### config.mk
export PLATFORM = sky130hd
export DESIGN_NAME = cdc_sat_counter
export DESIGN_NICKNAME = d
export VERILOG_FILES = /design/src/rtl/cdc_pkg.sv /design/src/rtl/cdc_sat_counter.sv
export SDC_FILE = /design/constraint.sdc
export NUM_CORES = 1
export LEC_CHECK = 0
export ABC_CLOCK_PERIOD_IN_PS = 2870
export CAP_MARGIN = 40
export CORE_MARGIN = 4
export CORE_UTILIZATION = 51
export DETAILED_ROUTE_END_ITERATION = 8
export GPL_TIMING_DRIVEN = 1
export PLACE_DENSITY = 0.81
export SYNTH_ARGS = -nofsm -noshare
export SYNTH_HDL_FRONTEND = slang
export SYNTH_SLANG_ARGS = --single-unit
### constraint.sdc
create_clock -name clk_i -period 2.87 [get_ports clk_i]
set_input_delay 0.7175 -clock clk_i [delete_from_list [all_inputs] [get_ports clk_i]]
set_output_delay 0.7175 -clock clk_i [all_outputs]
set_load 0.01 [all_outputs]
### src/rtl/cdc_pkg.sv
// Shared defaults, FSM encoding and saturating-increment helper for the
// egress-domain packet checker.
package cdc_pkg;

  localparam int CDC_WIDTH       = 8;
  localparam int CDC_FRAME_BYTES = 42;
  localparam int CDC_CNT_W       = 16;

  typedef enum logic [1:0] {
    CHK_DRAIN_S,
    CHK_IDLE_S,
    CHK_RECV_S
  } chk_state_e;

  // Increment v, holding at the all-ones value of a w-bit field (w <= 64).
  function automatic logic [63:0] sat_inc(input logic [63:0] v, input int unsigned w);
    logic [63:0] max_v;
    max_v = (w >= 64) ? {64{1'b1}} : ((64'd1 << w) - 64'd1);
    return (v >= max_v) ? max_v : v + 64'd1;
  endfunction

endpackage

### src/rtl/cdc_sat_counter.sv
// Saturating statistics counter with synchronous clear; clear wins over increment.
module cdc_sat_counter
  import cdc_pkg::*;
#(
  parameter int CNT_W = CDC_CNT_W
) (
  input  logic             clk_i,
  input  logic             clr_i,
  input  logic             inc_i,
  output logic [CNT_W-1:0] cnt_o
);

  logic [CNT_W-1:0] cnt_q, cnt_d;

  // Next count: step by one, pinned at all-ones.
  always_comb begin
    cnt_d = cnt_q;
    if (inc_i) cnt_d = CNT_W'(sat_inc(64'(cnt_q), CNT_W));
  end

  // Count register.
  always_ff @(posedge clk_i) begin
    if (clr_i) cnt_q <= '0;
    else       cnt_q <= cnt_d;
  end

  assign cnt_o = cnt_q;

endmodule

==> Word-level counts from Yosys, hierarchy flattened <==
Index checks and enable logic that the tools add are counted.
{ "totals": {"register_bits": 16, "inputBits": 3, "out_inout_bits": 16, "elab_cells": 4} }
{ "op_classes": {"n_addsub": 1, "n_lt_le_gt_ge": 1, "muxes": 1} }
{ "ops": {"columns": ["operator", "n"], "rows": [
  ["$add 16x1->16 const B", 1],
  ["$ge 16x16->1 const B", 1],
  ["$mux 16", 1]
]} }

==> Logic depth before layout (Yosys ltp) <==
Gate-level depths: netlist of run 1.
{ "logic_depth": {"depth_word": 2, "ltp_mapped": 6, "depth_no_buf": 5} }

==> Worst setup path after synthesis of run 1 <==
No wires, ideal clock.
{ "synth_path": {"path_kind": "input to register", "from": "input port inc_i", "to": "register cnt_q[9], in the netlist cnt_o[9]", "setup_ps": 70, "arrival_ps": 1560, "t_required_ps": 2800, "path_slack_ps": 1239, "stages": 6, "n_path_buf": 2, "path_cell_list": "buf_2 > and4_1 > clkbuf_2 > nand4_1 > xor2_1 > a21oi_1"} }
{ "synth_rtl": {"columns": ["element", "line", "source"], "rows": [
  ["start: declaration", "cdc_sat_counter.sv:9", "input logic inc_i,"],
  ["end signal: assignment", "cdc_sat_counter.sv:24", "else cnt_q <= cnt_d;"],
  ["end: declaration", "cdc_sat_counter.sv:13", "logic [CNT_W-1:0] cnt_q, cnt_d;"]
]} }

==> Worst setup path in the final report of run 1 <==
{ "layout_path": {"from": "register cnt_q[7], in the netlist cnt_o[7]", "to": "output port cnt_o[7]"} }
{ "layout_rtl": {"columns": ["element", "line", "source"], "rows": [
  ["end: declaration", "cdc_sat_counter.sv:10", "output logic [CNT_W-1:0] cnt_o"]
]} }
No word-level cell between the ends.

==> reports/qor.txt, run 1 <==
outcome -> finished, final reports clean
Slew Limit Fails -> 0
Power Internal -> 0.286 mW
die area -> 0.00229 mm2
area leader, netlist -> dfxtp_1
share of layout cells above drive strength 1 -> 6.73%
met2 usage -> 28.5%
CP startpoint kind -> flop
family with the most delay on the worst path -> buffers and inverters
Seq/Total Area, Yosys -> 39.4%
drt first pass iters -> 4
Clk Tree Root Cell -> clkbuf_4
Synthesis Warnings -> 0
# Max-Cap Violations -> 0
CTS tree -> built
worst vdd ir -> 0.297 mV
Ports -> 19
# Post-CTS Setup Buffers -> 0
path depth of the worst reg2reg path -> 5
Num CTS Buffers -> 3
area grow syn2layout -> 21.6%
Setup WS post-layout -> 0.652 ns
net count after synthesis -> 94
Stages on worst setup path -> 1
average wire per standard cell -> 14.3 um
slew margin rel. -> 63.6%
clk sinks -> 16
vias in the first global route -> 621
DR vias/cell -> 6.12
Crit Path Max Fanout -> 11
switching power total -> 0.0813 mW
core area -> 0.00151 mm2
clock tree buffer depth -> 2
DP Wirelength -> 1200 um
combinational power share -> 6.0%
LEAKAGE -> 0.332 nW
Worst-Margin Slew -> 0.544 ns
total negative slack -> 0 ns
multi-input logic area -> 444 um2
buffers added on ports -> 18
Tcrit/Tclk final -> 77.3%
Crit. Startpoint -> cnt_o[7]
Syn Area/Cell -> 9.02 um2
cell area after synthesis -> 812 um2
Critical Path RT -> 2.15 ns
Post-Route WL -> 1720 um
DR iter-0 viols -> 8
path type of the worst min-delay path -> flop to flop
Total Routing Usage GR -> 17.5%
drt drc -> 0
die width -> 47.9 um
power density over cell area -> 372 mW/mm2
RSZ-0062 raised after global routing -> false
pre-CTS setup slack -> 0.580 ns
FF-to-FF setup slack -> 1.35 ns
WP data arrival -> 1.50 ns
CP max stage delay -> 0.62 ns
crit end category -> output port
Routed Antenna Nets -> 0
met1 Use GR -> 20.3%
Final min period -> 2.22 ns
synth unique cells -> 29
Initial Util -> 53.9%
post-cts hold buffer count -> 0
Power, Total -> 0.367 mW
Clk Latency, worst-skew pair -> 0.29 ns
Buf+Inv Stages, Crit Path -> 1
Die Y -> 47.9 um
busiest metal layer after global routing -> met2
GP Congestion -> 0.787
largest net degree at the start of global routing -> 17
Max Fclk -> 0.451 GHz
max reg flops -> 16
initial antenna violation count -> 0
fin nets -> 110
most common cell after layout, fill and taps aside -> clkdlybuf4s50_1
Synth top area share -> 39.4%
skew final -> 0.00191 ns
worst setup path endpoint -> cnt_o[7]
H-Tree Depth -> 1
flops & latches, synth -> 16
crit path kind -> flop to output port
Critical R2R Capture -> cnt_o[7]
switching part of the total power -> 22.2%
Remaining Overflow, GRT -> 0
sequential share of power -> 62.3%
first-pass GRT wire length -> 2770 um
Final setup viols -> 0
CTS resizes -> 0
Hold WS -> 0.576 ns
Seq. cell area -> 320 um2
Fill cells -> 137
met3 Use GR -> 3.01%
worst r2r src -> cnt_o[0]
Post-Synthesis Cells -> 90
final hold violation count -> 0
Clock Power Share -> 31.6%
row count -> 14
most frequent cells in the layout -> clkdlybuf4s50_1, dfxtp_1, a21oi_1, nand4_1
Reg clk slew, reported paths -> 0.09 ns
DR vias -> 734
critical-path cell list -> clkdlybuf4s50_1
leading post-synthesis cells by cell area -> dfxtp_1, a21oi_1, xor2_1
ANT cells -> 0
Crit-path slowest cell -> clkdlybuf4s50_1
## logic make-up (layout without fill, tap and decap cells)
logic type      after synthesis  count (layout)  synth area share [%]
simple gates                 37              37                  28.2
compound gates               17              17                  11.7
flops                        16              16                  39.4
xor+xnor                     10              10                  10.8
buf+inv                       7              21                  5.85
mux                           2               2                  2.47
fa+ha+maj                     1               1                  1.54
## through the flow
stage / cell area, um2 / std cells / util (%)
2_1_floorplan: 812 / 90 / -
3_5_place_dp: 965 / 117 / 64.0
6_report: 987 / 120 / 65.5
5_1_grt: 987 / 120 / 65.5
3_3_place_gp: 965 / 117 / 64.0
4_1_cts: 987 / 120 / 65.5
## cell type report
type	count	share of cell area, %
multi-input combinational	67	45.0
sequential	16	32.4
timing repair buffer	18	18.3
tap	16	2.03
clock buffer	3	2.28
## Yosys cell counts
library cell / n
a211oi_1: 1
a21o_1: 1
a21oi_1: 13
a31oi_1: 1
a41oi_1: 1
and2_1: 1
and2_4: 1
and3_1: 1
and3_2: 1
and3_4: 1
and4_1: 3
buf_1: 1
buf_2: 1
buf_4: 1
buf_6: 2
clkbuf_1: 1
clkbuf_2: 1
dfxtp_1: 16
ha_1: 1
mux2i_1: 2
nand2_1: 6
nand3_1: 5
nand4_1: 8
nand4_4: 1
nor2_1: 3
nor3_1: 4
nor4_1: 2
xnor2_1: 4
xor2_1: 6
## layer usage
layer / vias up / share of wire, %
li1: 365 / -
met1: 337 / 44
met2: 27 / 47
met3: 5 / 6.2
met4: 0 / 2.9
met5: - / 0
## worst min path at each step
stage	start	cells after the start	endpoint
6_report	cnt_o[12]	2	cnt_o[12]
3_5_place_dp	cnt_o[15]	2	cnt_o[15]
5_1_grt	cnt_o[12]	2	cnt_o[12]
3_3_place_gp	cnt_o[12]	2	cnt_o[12]
4_1_cts	cnt_o[12]	2	cnt_o[12]
2_1_floorplan	cnt_o[15]	2	cnt_o[15]
## power by group through the flow
stage	combinational (mW)	sequential, mW	clock, mW
global placement	0.0218	0.234	0
global route	0.0249	0.230	0.128
detailed placement	0.0225	0.234	0
CTS	0.0226	0.229	0.121
floorplan	0.0113	0.235	0
finish	0.0221	0.229	0.116
(Power assumes the default switching activity.)
==> run 2, diff against run 1 <==
--- a/config.mk
+++ b/config.mk
@@ -5,13 +5,13 @@
 export SDC_FILE = /design/constraint.sdc
 export NUM_CORES = 1
 export LEC_CHECK = 0
-export ABC_CLOCK_PERIOD_IN_PS = 2870
+export ABC_CLOCK_PERIOD_IN_PS = 1900
 export CAP_MARGIN = 40
 export CORE_MARGIN = 4
-export CORE_UTILIZATION = 51
+export CORE_UTILIZATION = 43
 export DETAILED_ROUTE_END_ITERATION = 8
 export GPL_TIMING_DRIVEN = 1
-export PLACE_DENSITY = 0.81
+export PLACE_DENSITY = 0.73
 export SYNTH_ARGS = -nofsm -noshare
 export SYNTH_HDL_FRONTEND = slang
 export SYNTH_SLANG_ARGS = --single-unit
==> constraint.sdc (replaced) <==
create_clock -name clk_i -period 1.9 [get_ports clk_i]
set_input_delay 0.475 -clock clk_i [delete_from_list [all_inputs] [get_ports clk_i]]
set_output_delay 0.475 -clock clk_i [all_outputs]
set_load 0.01 [all_outputs]
==> run 2 against run 1 <==
Net effect:
- highest routed layer unchanged
- clock skew up 0.0012 ns
- clock-buffer cell count grew 1
- register-to-register slack got worse by 0.95 ns
- wire length is 3.7% higher
- via count up 1.2%
- combinational power grew 58%
- core utilization down 6.5 points
- clock power up 97%
- worst setup slack worse by 0.57 ns
- sequential power grew 51%
- largest power group unchanged
- cell area is 5.6% higher
- critical path depth unchanged
==> reports/qor.txt, run 2 (synthesis gave the netlist of run 1 again) <==
outcome -> finished, final reports clean
clk sinks -> 16 (unchanged)
# Max-Cap Violations -> 0 (unchanged)
H-Tree Depth -> 1 (unchanged)
CTS resizes -> 0 (unchanged)
post-layout util -> 59.1% (-6.5 points)
Fill cells -> 168 (+23%)
Final min period -> 1.82 ns
Crit. Startpoint -> cnt_o[3]
hold path cells -> 2 (unchanged)
DR iter-0 viols -> 21 (+13)
CTS tree -> built
met2 usage -> 25.2% (-3.3 points)
path type of the worst min-delay path -> flop to flop
fin nets -> 114 (+3.6%)
power density over cell area -> 585 mW/mm2 (+57%)
crit path kind -> flop to output port
GP Congestion -> 0.733 (-6.8%)
most frequent cells in the layout -> clkdlybuf4s50_1, dfxtp_1, a21oi_1, nand4_1
most common cell after layout, fill and taps aside -> clkdlybuf4s50_1
drt first pass iters -> 4 (unchanged)
critical-path cell list -> clkdlybuf4s50_1
Final setup viols -> 0 (unchanged)
path depth of the worst reg2reg path -> 5 (unchanged)
CP max stage delay -> 0.60 ns (-0.02 ns)
total negative slack -> 0 ns (unchanged)
Stages on worst setup path -> 1 (unchanged)
LEAKAGE -> 0.359 nW (+8.2%)
final hold violation count -> 0 (unchanged)
DR vias -> 743 (+1.2%)
worst r2r src -> cnt_o[0]
crit end category -> output port
Slew Limit Fails -> 0 (unchanged)
row count -> 15 (+1)
worst setup path endpoint -> cnt_o[3]
Critical R2R Capture -> cnt_o[3]
drt drc -> 0 (unchanged)
first-pass GRT wire length -> 3060 um (+10%)
average wire per standard cell -> 13.3 um (-7.1%)
busiest metal layer after global routing -> met2
# Post-CTS Setup Buffers -> 0 (unchanged)
FF-to-FF setup slack -> 0.40 ns (-0.95 ns)
Ports -> 19 (unchanged)
DP Wirelength -> 1310 um (+9.2%)
buffers added on ports -> 18 (unchanged)
met3 Use GR -> 4.37% (+1.4 points)
area grow syn2layout -> 28.4%
post-cts hold buffer count -> 0 (unchanged)
Routed Antenna Nets -> 0 (unchanged)
Remaining Overflow, GRT -> 0 (unchanged)
Crit Path Max Fanout -> 7 (-4)
worst vdd ir -> 0.521 mV (+76%)
Clk Latency, worst-skew pair -> 0.29 ns (about the same)
die width -> 51.5 um (+7.4%)
max reg flops -> 16 (unchanged)
die area -> 0.00265 mm2 (+15%)
Crit-path slowest cell -> clkdlybuf4s50_1
CP startpoint kind -> flop
skew final -> 0.00311 ns (+0.00120 ns)
Initial Util -> 46.0% (-7.9 points)
Max Fclk -> 0.550 GHz
share of layout cells above drive strength 1 -> 11.0% (+4.3 points)
Total Routing Usage GR -> 15.5% (-2.0 points)
DR vias/cell -> 5.54 (-9.3%)
core area -> 0.00176 mm2 (+17%)
slew margin rel. -> 60.7% (-2.9 points)
Tcrit/Tclk final -> 95.7%
family with the most delay on the worst path -> buffers and inverters
Reg clk slew, reported paths -> 0.10 ns (about the same)
initial antenna violation count -> 0 (unchanged)
met1 Use GR -> 19.0% (-1.3 points)
DP Area -> 0.00101 mm2 (+4.3%)
Num CTS Buffers -> 3 (unchanged)
Worst-Margin Slew -> 0.588 ns (+0.0438 ns)
ANT cells -> 0 (unchanged)
Buf+Inv Stages, Crit Path -> 1 (unchanged)
WP data arrival -> 1.34 ns (-0.16 ns)
largest net degree at the start of global routing -> 17 (unchanged)
Die Y -> 51.5 um (+7.4%)
RSZ-0062 raised after global routing -> false
clock tree buffer depth -> 2 (unchanged)
Critical Path RT -> 1.42 ns (-0.73 ns)
Post-Route WL -> 1780 um (+3.7%)
Clk Tree Root Cell -> clkbuf_4
cell area after layout -> 0.00104 mm2 (+5.6%)
vias in the first global route -> 695 (+12%)
run 2: cell types whose count changed in the layout (fill, tap and decap cells not counted), sizes merged:
| cell | delta |
|---|---|
| buf | +4 |
| clkbuf | +1 |
run 2: how the worst min path moves through the flow:
| stage | from | endpoint | slack, ns |
|---|---|---|---|
| 2_1_floorplan | cnt_o[15] | cnt_o[15] | 0.57 |
| 6_report | cnt_o[15] | cnt_o[15] | 0.59 |
| 3_5_place_dp | cnt_o[13] | cnt_o[13] | 0.57 |
| 3_3_place_gp | cnt_o[15] | cnt_o[15] | 0.56 |
| 5_1_grt | cnt_o[11] | cnt_o[11] | 0.64 |
| 4_1_cts | cnt_o[12] | cnt_o[12] | 0.59 |
run 2: report_power, final:
group / leakage, nW / total (mW) / internal [mW] / switching (mW)
clock network: 0.0210 / 0.229 / 0.117 / 0.112
registers: 0.129 / 0.346 / 0.340 / 0.00604
logic: 0.208 / 0.0350 / 0.0192 / 0.0158
total: 0.359 / 0.610 / 0.476 / 0.134
run 2: worst register-to-register path, cell delays in order (launching register included):
cell and delay [ns]:
dfxtp_1 0.43, ha_1 0.21, nand3_1 0.10, nor2_1 0.23, nand4_4 0.25, a21oi_1 0.20
run 2: stage by stage:
stage,power [mW],setup slack (ns),hold WS [ns],cells
3_3_place_gp,0.388,-0.0658,0.556,130
3_5_place_dp,0.388,-0.0658,0.571,130
4_1_cts,0.618,0.0831,0.589,134
5_1_grt,0.637,0.0248,0.645,134
2_1_floorplan,0.372,0.506,0.567,90
6_report,0.610,0.0816,0.586,134
run 2: layer usage:
layer / routed length [um] / up-vias
met3: 72 / 4
met2: 854 / 15
met4: 24 / 0
met5: 0 / -
li1: - / 373
met1: 833 / 351
run 2: layout make-up:
cell class	instances	area (um2)	share of cell area [%]
timing repair buffer	22	210	20.2
tap	25	31.3	3.00
clock buffer	4	36.3	3.48
sequential	16	320	30.7
multi-input combinational	67	444	42.6
